===== src/rtl/wb_stage_if.sv =====
// MEM->WB handshake bundle: MEM-stage fields and RAM read data in, register-file write port out.
// The optional HI/LO signals exist only when WB_HILO_EN is defined.
interface wb_stage_if #(
    parameter int DATA_W = 32,
    parameter int ADDR_W = 5
);
    logic              stall_mem;
    logic              stall_wb;
    logic              flush;
    logic              mem_wreg;
    logic [ADDR_W-1:0] mem_wd;
    logic [DATA_W-1:0] mem_wdata;
    logic [2:0]        mem_ltype;
    logic [1:0]        mem_baddr;
    logic              mem_llset;
    logic              mem_llclr;
    logic [DATA_W-1:0] ram_rdata;
    logic              wb_we;
    logic [ADDR_W-1:0] wb_waddr;
    logic [DATA_W-1:0] wb_wdata;
    logic              llbit_o;
`ifdef WB_HILO_EN
    logic              mem_whilo;
    logic [DATA_W-1:0] mem_hi;
    logic [DATA_W-1:0] mem_lo;
    logic [DATA_W-1:0] hi_o;
    logic [DATA_W-1:0] lo_o;
`endif

    modport master (
        output stall_mem, stall_wb, flush, mem_wreg, mem_wd, mem_wdata,
               mem_ltype, mem_baddr, mem_llset, mem_llclr, ram_rdata,
`ifdef WB_HILO_EN
        output mem_whilo, mem_hi, mem_lo,
        input  hi_o, lo_o,
`endif
        input  wb_we, wb_waddr, wb_wdata, llbit_o
    );

    modport slave (
        input  stall_mem, stall_wb, flush, mem_wreg, mem_wd, mem_wdata,
               mem_ltype, mem_baddr, mem_llset, mem_llclr, ram_rdata,
`ifdef WB_HILO_EN
        input  mem_whilo, mem_hi, mem_lo,
        output hi_o, lo_o,
`endif
        output wb_we, wb_waddr, wb_wdata, llbit_o
    );
endinterface


===== src/rtl/wb_stage.sv =====
// Write-back stage: MEM/WB register, load-data extraction, LL bit; 1-cycle latency, stall/flush bubbles.
// Optional HI/LO pair enabled by WB_HILO_EN.
module wb_stage #(
    parameter int DATA_W = 32,
    parameter int ADDR_W = 5
) (
    input  logic     clk,
    input  logic     rst,
    wb_stage_if.slave bus
);
    localparam logic [2:0] LT_LB  = 3'd1;
    localparam logic [2:0] LT_LBU = 3'd2;
    localparam logic [2:0] LT_LH  = 3'd3;
    localparam logic [2:0] LT_LHU = 3'd4;
    localparam logic [2:0] LT_LW  = 3'd5;

    logic              r_wreg;
    logic [ADDR_W-1:0] r_wd;
    logic [DATA_W-1:0] r_wdata;
    logic [2:0]        r_ltype;
    logic [1:0]        r_baddr;
    logic              r_llset;
    logic              r_llclr;
    logic              r_llbit;

    logic              w_bubble;
    logic [7:0]        w_byte;
    logic [15:0]       w_half;
    logic [DATA_W-1:0] w_wdata;

    // A stalled MEM feeding a running WB must not replay its instruction.
    assign w_bubble = bus.flush | (bus.stall_mem & ~bus.stall_wb);

    always_ff @(posedge clk or posedge rst) begin
        if (rst) begin
            r_wreg  <= 1'b0;
            r_wd    <= '0;
            r_wdata <= '0;
            r_ltype <= '0;
            r_baddr <= '0;
            r_llset <= 1'b0;
            r_llclr <= 1'b0;
        end else if (w_bubble) begin
            r_wreg  <= 1'b0;
            r_wd    <= '0;
            r_wdata <= '0;
            r_ltype <= '0;
            r_baddr <= '0;
            r_llset <= 1'b0;
            r_llclr <= 1'b0;
        end else if (!bus.stall_mem) begin
            r_wreg  <= bus.mem_wreg;
            r_wd    <= bus.mem_wd;
            r_wdata <= bus.mem_wdata;
            r_ltype <= bus.mem_ltype;
            r_baddr <= bus.mem_baddr;
            r_llset <= bus.mem_llset;
            r_llclr <= bus.mem_llclr;
        end
    end

    // Bubbles carry llset/llclr=0, so the bit only moves for real instructions.
    always_ff @(posedge clk or posedge rst) begin
        if (rst) begin
            r_llbit <= 1'b0;
        end else if (bus.flush) begin
            r_llbit <= 1'b0;
        end else if (r_llset) begin
            r_llbit <= 1'b1;
        end else if (r_llclr) begin
            r_llbit <= 1'b0;
        end
    end

    always_comb begin
        w_byte  = bus.ram_rdata[{r_baddr, 3'b000} +: 8];
        w_half  = r_baddr[1] ? bus.ram_rdata[31:16] : bus.ram_rdata[15:0];
        w_wdata = r_wdata;
        case (r_ltype)
            LT_LB:   w_wdata = {{(DATA_W-8){w_byte[7]}}, w_byte};
            LT_LBU:  w_wdata = {{(DATA_W-8){1'b0}}, w_byte};
            LT_LH:   w_wdata = {{(DATA_W-16){w_half[15]}}, w_half};
            LT_LHU:  w_wdata = {{(DATA_W-16){1'b0}}, w_half};
            LT_LW:   w_wdata = bus.ram_rdata;
            default: w_wdata = r_wdata;
        endcase
    end

    assign bus.wb_we    = r_wreg;
    assign bus.wb_waddr = r_wd;
    assign bus.wb_wdata = w_wdata;
    assign bus.llbit_o  = bus.flush ? 1'b0 :
                          r_llset   ? 1'b1 :
                          r_llclr   ? 1'b0 : r_llbit;

`ifdef WB_HILO_EN
    logic              r_whilo;
    logic [DATA_W-1:0] r_hi_p;
    logic [DATA_W-1:0] r_lo_p;
    logic [DATA_W-1:0] r_hi;
    logic [DATA_W-1:0] r_lo;

    always_ff @(posedge clk or posedge rst) begin
        if (rst) begin
            r_whilo <= 1'b0;
            r_hi_p  <= '0;
            r_lo_p  <= '0;
        end else if (w_bubble) begin
            r_whilo <= 1'b0;
            r_hi_p  <= '0;
            r_lo_p  <= '0;
        end else if (!bus.stall_mem) begin
            r_whilo <= bus.mem_whilo;
            r_hi_p  <= bus.mem_hi;
            r_lo_p  <= bus.mem_lo;
        end
    end

    always_ff @(posedge clk or posedge rst) begin
        if (rst) begin
            r_hi <= '0;
            r_lo <= '0;
        end else if (r_whilo && !bus.flush) begin
            r_hi <= r_hi_p;
            r_lo <= r_lo_p;
        end
    end

    assign bus.hi_o = r_whilo ? r_hi_p : r_hi;
    assign bus.lo_o = r_whilo ? r_lo_p : r_lo;
`endif
endmodule


===== src/flat_wrapper.sv =====
// flat-port wrapper written by rule: the top's interface ports become plain ports
module wb_stage_flat 
#(
    parameter int DATA_W = 32,
    parameter int ADDR_W = 5
)
  (clk, rst, bus_stall_mem, bus_stall_wb, bus_flush, bus_mem_wreg, bus_mem_wd, bus_mem_wdata, bus_mem_ltype, bus_mem_baddr, bus_mem_llset, bus_mem_llclr, bus_ram_rdata, bus_wb_we, bus_wb_waddr, bus_wb_wdata, bus_llbit_o);
  wb_stage_if #(.DATA_W(DATA_W), .ADDR_W(ADDR_W)) bus_i ();
  input  logic clk;
  input  logic rst;
  input wire logic [$bits(bus_i.stall_mem)-1:0] bus_stall_mem;
  input wire logic [$bits(bus_i.stall_wb)-1:0] bus_stall_wb;
  input wire logic [$bits(bus_i.flush)-1:0] bus_flush;
  input wire logic [$bits(bus_i.mem_wreg)-1:0] bus_mem_wreg;
  input wire logic [$bits(bus_i.mem_wd)-1:0] bus_mem_wd;
  input wire logic [$bits(bus_i.mem_wdata)-1:0] bus_mem_wdata;
  input wire logic [$bits(bus_i.mem_ltype)-1:0] bus_mem_ltype;
  input wire logic [$bits(bus_i.mem_baddr)-1:0] bus_mem_baddr;
  input wire logic [$bits(bus_i.mem_llset)-1:0] bus_mem_llset;
  input wire logic [$bits(bus_i.mem_llclr)-1:0] bus_mem_llclr;
  input wire logic [$bits(bus_i.ram_rdata)-1:0] bus_ram_rdata;
  output wire logic [$bits(bus_i.wb_we)-1:0] bus_wb_we;
  output wire logic [$bits(bus_i.wb_waddr)-1:0] bus_wb_waddr;
  output wire logic [$bits(bus_i.wb_wdata)-1:0] bus_wb_wdata;
  output wire logic [$bits(bus_i.llbit_o)-1:0] bus_llbit_o;
  assign bus_i.stall_mem = bus_stall_mem;
  assign bus_i.stall_wb = bus_stall_wb;
  assign bus_i.flush = bus_flush;
  assign bus_i.mem_wreg = bus_mem_wreg;
  assign bus_i.mem_wd = bus_mem_wd;
  assign bus_i.mem_wdata = bus_mem_wdata;
  assign bus_i.mem_ltype = bus_mem_ltype;
  assign bus_i.mem_baddr = bus_mem_baddr;
  assign bus_i.mem_llset = bus_mem_llset;
  assign bus_i.mem_llclr = bus_mem_llclr;
  assign bus_i.ram_rdata = bus_ram_rdata;
  assign bus_wb_we = bus_i.wb_we;
  assign bus_wb_waddr = bus_i.wb_waddr;
  assign bus_wb_wdata = bus_i.wb_wdata;
  assign bus_llbit_o = bus_i.llbit_o;
  wb_stage #(.DATA_W(DATA_W), .ADDR_W(ADDR_W)) u_core (.clk(clk), .rst(rst), .bus(bus_i));
endmodule

===== config.mk =====
export PLATFORM = sky130hd
export DESIGN_NAME = wb_stage_flat
export DESIGN_NICKNAME = d
export VERILOG_FILES = /design/src/rtl/wb_stage_if.sv /design/src/rtl/wb_stage.sv /design/src/flat_wrapper.sv
export SDC_FILE = /design/constraint.sdc
export NUM_CORES = 1
export LEC_CHECK = 0
export CORE_ASPECT_RATIO = 0.9
export CORE_MARGIN = 2
export CORE_UTILIZATION = 45
export DETAILED_ROUTE_END_ITERATION = 8
export DONT_BUFFER_PORTS = 1
export GPL_TIMING_DRIVEN = 0
export REMOVE_ABC_BUFFERS = 1
export SYNTH_ARGS = -nofsm -noshare
export SYNTH_HDL_FRONTEND = slang
export SYNTH_SLANG_ARGS = --single-unit
export TNS_END_PERCENT = 10

===== constraint.sdc =====
create_clock -name clk -period 2.1 [get_ports clk]
set_input_delay 0.42 -clock clk [delete_from_list [all_inputs] [get_ports clk]]
set_output_delay 0.42 -clock clk [all_outputs]
set_load 0.1 [all_outputs]

# [After elaboration in Yosys (flattened, before gate mapping)]
# Index checks and enable logic that the tools add are counted.
[totals] reg_bits=46 out_inout_bits=39 word_cells=37
[classes] eq_ne=6 n_shift=1 muxes=19 bitwise=3
[op_table] op="$pmux 32 s5" count=1
[op_table] op="$mux 32" count=2
[op_table] op="$shiftx 32x6->8" count=1
[op_table] op="$mux 16" count=1
[op_table] op="$mux 5" count=2
[op_table] op="$mux 1" count=9
[op_table] op="$eq 3x2->1 const B" count=2
[op_table] op="$eq 3x3->1 const B" count=2
[op_table] op="$mux 3" count=2
[op_table] op="$mux 2" count=2
[op_table] op="$eq 3x1->1 const B" count=1
[op_table] op="$ne 2x1->1 const B" count=1
[op_table] op="$and 1x1->1" count=1
[op_table] op="$not 1->1" count=1
[op_table] op="$or 1x1->1" count=1

# [Logic depth before layout (Yosys ltp)]
[depth] ltp_word=4 mapped_depth=6 depth_no_buf=4

# [Worst setup path before layout]
# Ideal clock, no wire load.
[synth_path] path_kind="flip-flop to output port" from="register u_core.r_ltype[1]" to="output bus_wb_wdata[7]" arrival_time_ns=3.338 slack_ns=-1.658 stages_incl_launch_ff=6 path_buffers=1 path_cell_list="dfrtp_1 -> nor2b_1 -> clkbuf_1 -> a22oi_1 -> o2111ai_1 -> a21boi_0"
[synth_between] elab_chain_cells=2
[synth_rtl] element="start: declaration" line="wb_stage.sv:20" source="logic [2:0] r_ltype;"
[synth_rtl] element="start signal: assignment" line="wb_stage.sv:55" source="r_ltype <= bus.mem_ltype;"
[synth_rtl] element="$eq 3x3->1, or another cell as far along" line="wb_stage.sv:79" source="case (r_ltype)"
[synth_rtl] element="$pmux 32 s5 (*)" line="wb_stage.sv:79"
[synth_rtl] element="end: declaration" line="flat_wrapper.sv:24" source="output wire logic [$bits(bus_i.wb_wdata)-1:0] bus_wb_wdata;"
# Every way passes the cells marked *; elsewhere a longest branch is shown, timed or not.

# [Worst setup path after layout]
[layout_path] from="register u_core.r_baddr[1]" to="output bus_wb_wdata[28]"
[layout_between] elab_chain_cells=2
[layout_rtl] element="start: declaration" line="wb_stage.sv:21" source="logic [1:0] r_baddr;"
[layout_rtl] element="start signal: assignment" line="wb_stage.sv:56" source="r_baddr <= bus.mem_baddr;"
[layout_rtl] element="$shiftx 32x6->8 or $mux 16 (tied branches)" line="wb_stage.sv:76, wb_stage.sv:77"
[layout_rtl] element="$pmux 32 s5 (*)" line="wb_stage.sv:79"
# Marks and branches as above.

==> qor.log <==
qor: worst_setup_path.cp_max_fo 8
qor: placed_design.place.detailed.hpwl 6.06 mm
qor: die.effective_utilization_at_floorplan 0.468
qor: route.detail_route.drc_violations 0
qor: sta.whs -0.00303 ns
qor: logic_synthesis.syn-mean-instance-area 9.37 um^2
qor: worst_setup_path.r2r-start u_core.bus.wb_waddr[4]
qor: die.fp.dieArea 7090 um^2
qor: power_and_ir_drop.power.leakage 1.48 nW
qor: die.io-pin-count 121
qor: placed_design.gp_congestion 0.863
qor: worst_setup_path.setup.worst_path.end_class output pin
qor: logic_synthesis.mappedNetlistArea 2900 um^2
qor: clock_network.worstSkewPairLatency 0.30 ns
qor: global_routing.grt-ovfl-total 0
qor: clock_network.clk_path_buf_depth 2
qor: worst_setup_path.cp_data_required_time 1.68 ns
qor: sta.timing_worst_slew_pin_value 0.906 ns
qor: global_routing.first_global_vias 2762
qor: clock_network.htree_levels 2
qor: clock_network.numClockSinks 46
qor: flow_run.maxCapViolations 0
qor: logic_synthesis.yosys_warnings 0
qor: final_layout.finalNetCount 398
qor: logic_synthesis.synth.distinct_cells 38
qor: global_routing.global_route.usage.total 0.275
qor: die.floorplan.core_area 6180 um^2
qor: final_layout.num_antenna_cells 0
qor: final_layout.post-route-cell-area 3800 um^2
qor: sta.hold_viol 2
qor: worst_setup_path.worst-endpoint-arrival 2.36 ns
qor: die.die_h 80.1 um
qor: outcome.outcome finished, violations left
qor: logic_synthesis.synth.yosys.seq_area_share 0.398
qor: clock_network.cts-hold-fix-buffers 0
qor: worst_setup_path.setup.worst_path.class reg2out
qor: global_routing.grt_antenna_before_repair 0
qor: final_layout.most-common-layout-cells a22o_1 (45), dfrtp_1 (41), nand2_1 (23), nor2_1 (19), buf_4 (17)
qor: final_layout.layout_area_growth_over_synthesis 31.2%
qor: final_layout.drive_above_1_share 0.297
qor: sta.fin_crit 2.78 ns
qor: worst_setup_path.rr_endpoint u_core.bus.wb_waddr[4]
qor: logic_synthesis.synth_seq_cells 46
qor: global_routing.first_pass_grt_wire_length 14.7 mm
qor: route.route.final.wire_length 9.80 mm
qor: clock_network.ctsRootBufferMaster clkbuf_8
qor: sta.final_min_period_over_clock_period 1.32
qor: sta.finalMaxSlewViolations 0
qor: sta.worst_slew_margin_rel 0.396
qor: die.floorplan.rows 27
qor: outcome.violations hold timing, setup timing
qor: placed_design.detailedPlace.worstSlack -1.69 ns
qor: route.pre_antenna_drt_iters 5
qor: min_path.min_path_type in2async
qor: global_routing.grt_start_max_net_pins 29
qor: power_and_ir_drop.total_design_power 3.00 mW
qor: worst_setup_path.setup.worst_path.start_class flip-flop
qor: route.antenna_violating_nets_post_route 0
qor: clock_network.cts-buffers-inserted 5
qor: final_layout.most_common_cell_after_layout_fill_and_taps_aside a22o_1
qor: sta.fin_worst_skew 0.0000414 ns
qor: route.detail_routed_net_length_per_standard_cell 24.2 um
qor: sta.max_freq 360 MHz
qor: power_and_ir_drop.power_density 789 nW/um^2
qor: logic_synthesis.postSynthCellCount 309
qor: route.drt_iter0_markers 219
qor: clock_network.cts_tree done
qor: placed_design.total_placed_instance_area 3070 um^2
qor: worst_setup_path.cell_count_of_the_worst_reg_to_reg_path 1
qor: sta.report.final.setup_viol 32
qor: power_and_ir_drop.vdd_ir_drop_max 0.429 mV
qor: placed_design.port_buffers 0
qor: sta.rsz0062_at_grt true
qor: route.via_per_inst 6.68
qor: worst_setup_path.r2r_slack 0.83 ns
qor: die.die_w 88.6 um
qor: sta.post-route-worst-setup-slack -0.676 ns
qor: clock_network.worst_setup_hold_path_clk_slew 0.10 ns
qor: route.routed-via-count 2699
[cell usage after synthesis]
master / number / share of area
inv_1: 5 / 0.0065
and2_1: 6 / 0.013
nand2b_1: 4 / 0.0086
xnor2_1: 1 / 0.0030
buf_4: 1 / 0.0026
o32a_1: 1 / 0.0035
nand2_1: 23 / 0.030
nand3_1: 1 / 0.0017
o21ai_0: 2 / 0.0035
o311ai_0: 1 / 0.0030
o21a_1: 1 / 0.0026
and3b_1: 2 / 0.0061
a2bb2oi_1: 8 / 0.024
o22ai_1: 13 / 0.028
nand3b_1: 1 / 0.0026
o221a_2: 1 / 0.0039
a21boi_0: 1 / 0.0026
nor3b_1: 1 / 0.0026
a41oi_1: 1 / 0.0030
o2111ai_1: 1 / 0.0030
nor3_1: 1 / 0.0017
a211oi_1: 13 / 0.034
mux2_2: 2 / 0.0078
o21bai_1: 1 / 0.0026
buf_2: 12 / 0.021
dfrtp_1: 46 / 0.40
a22o_1: 45 / 0.14
a21oi_1: 21 / 0.036
nor4bb_1: 1 / 0.0035
clkbuf_1: 16 / 0.021
nor2b_1: 6 / 0.013
nor2_1: 22 / 0.029
o22a_1: 7 / 0.021
a211o_1: 9 / 0.027
a22oi_1: 15 / 0.039
o31ai_1: 1 / 0.0026
mux2i_1: 15 / 0.052
or2_2: 1 / 0.0022
[stage by stage]
| step | utilization | setup TNS [ns] | std cells |
|---|---|---|---|
| 2_1_floorplan | - | -45.20 | 280 |
| 3_3_place_gp | 0.465 | -102.64 | 367 |
| 3_5_place_dp | 0.497 | -47.25 | 372 |
| 4_1_cts | 0.599 | -17.98 | 399 |
| 5_1_grt | 0.614 | -19.71 | 404 |
| 6_report | 0.614 | -18.20 | 404 |
[critical path, cell delays in order, from the launching register on]
cell and delay [ns]:
dfrtp_4 0.55, mux2_4 0.27, mux2i_4 0.08, a211o_4 0.38, buf_12 0.17, a21oi_4 0.58
[how the worst max path moves through the flow]
| stage | depth (start not counted) | from | end |
|---|---|---|---|
| 2_1_floorplan | 4 | u_core.r_ltype[2] | bus_wb_wdata[7] |
| 3_5_place_dp | 4 | u_core.r_ltype[2] | bus_wb_wdata[3] |
| 4_1_cts | 5 | u_core.r_baddr[1] | bus_wb_wdata[25] |
| 3_3_place_gp | 4 | u_core.r_ltype[2] | bus_wb_wdata[7] |
| 6_report | 5 | u_core.r_baddr[1] | bus_wb_wdata[28] |
| 5_1_grt | 5 | u_core.r_baddr[1] | bus_wb_wdata[25] |
[layer usage]
layer / GRT usage / vias to the layer above / wire length [um]
met3: 0.0987 / 7 / 1090
met1: 0.369 / 1342 / 3980
li1: - / 1208 / -
met4: 0.0348 / 0 / 79
met2: 0.439 / 142 / 4640
met5: 0 / - / 0
[repair_timing]
| item | 4_1_cts | 5_1_grt |
|---|---|---|
| pin swaps | 12 | 8 |
| endpoints found under the setup margin | 32 | 32 |
| gates cloned | 1 | 0 |
| gates resized for setup | 70 | 14 |
| setup buffers | 18 | 5 |
[area by class of cell]
type	instances	area [um^2]
fill	514	2380
multi-input combinational	230	2070
sequential	46	1160
timing repair buffer	28	325
tap	87	109
clock buffer	6	72.6
clock inverter	2	37.5
inverter	5	22.5
[cells by family after synthesis]
logic type	count (synthesis)	share of synthesized area
and+or+nand+nor	69	0.113
xor gates and xnor gates	1	0.00303
AOI/OAI and AO/OA	142	0.376
buffers and inverters	34	0.0506
muxes	17	0.0596
DFF	46	0.398
[registers in the layout, indices dropped and copies added (netlist names)]
name / flops
u_core.bus.wb_waddr: 5
u_core.bus.wb_we: 1
u_core.r_baddr: 2
u_core.r_llbit: 1
u_core.r_llclr: 1
u_core.r_llset: 1
u_core.r_ltype: 3
u_core.r_wdata: 32
[report_power, final]
group	leakage (nW)	internal, mW	switching, mW
Combinational	0.825	0.322	0.974
Sequential	0.608	0.928	0.0878
Clock	0.0514	0.356	0.330
Total	1.48	1.61	1.39
Note: power is estimated with default switching activity, not from simulation.
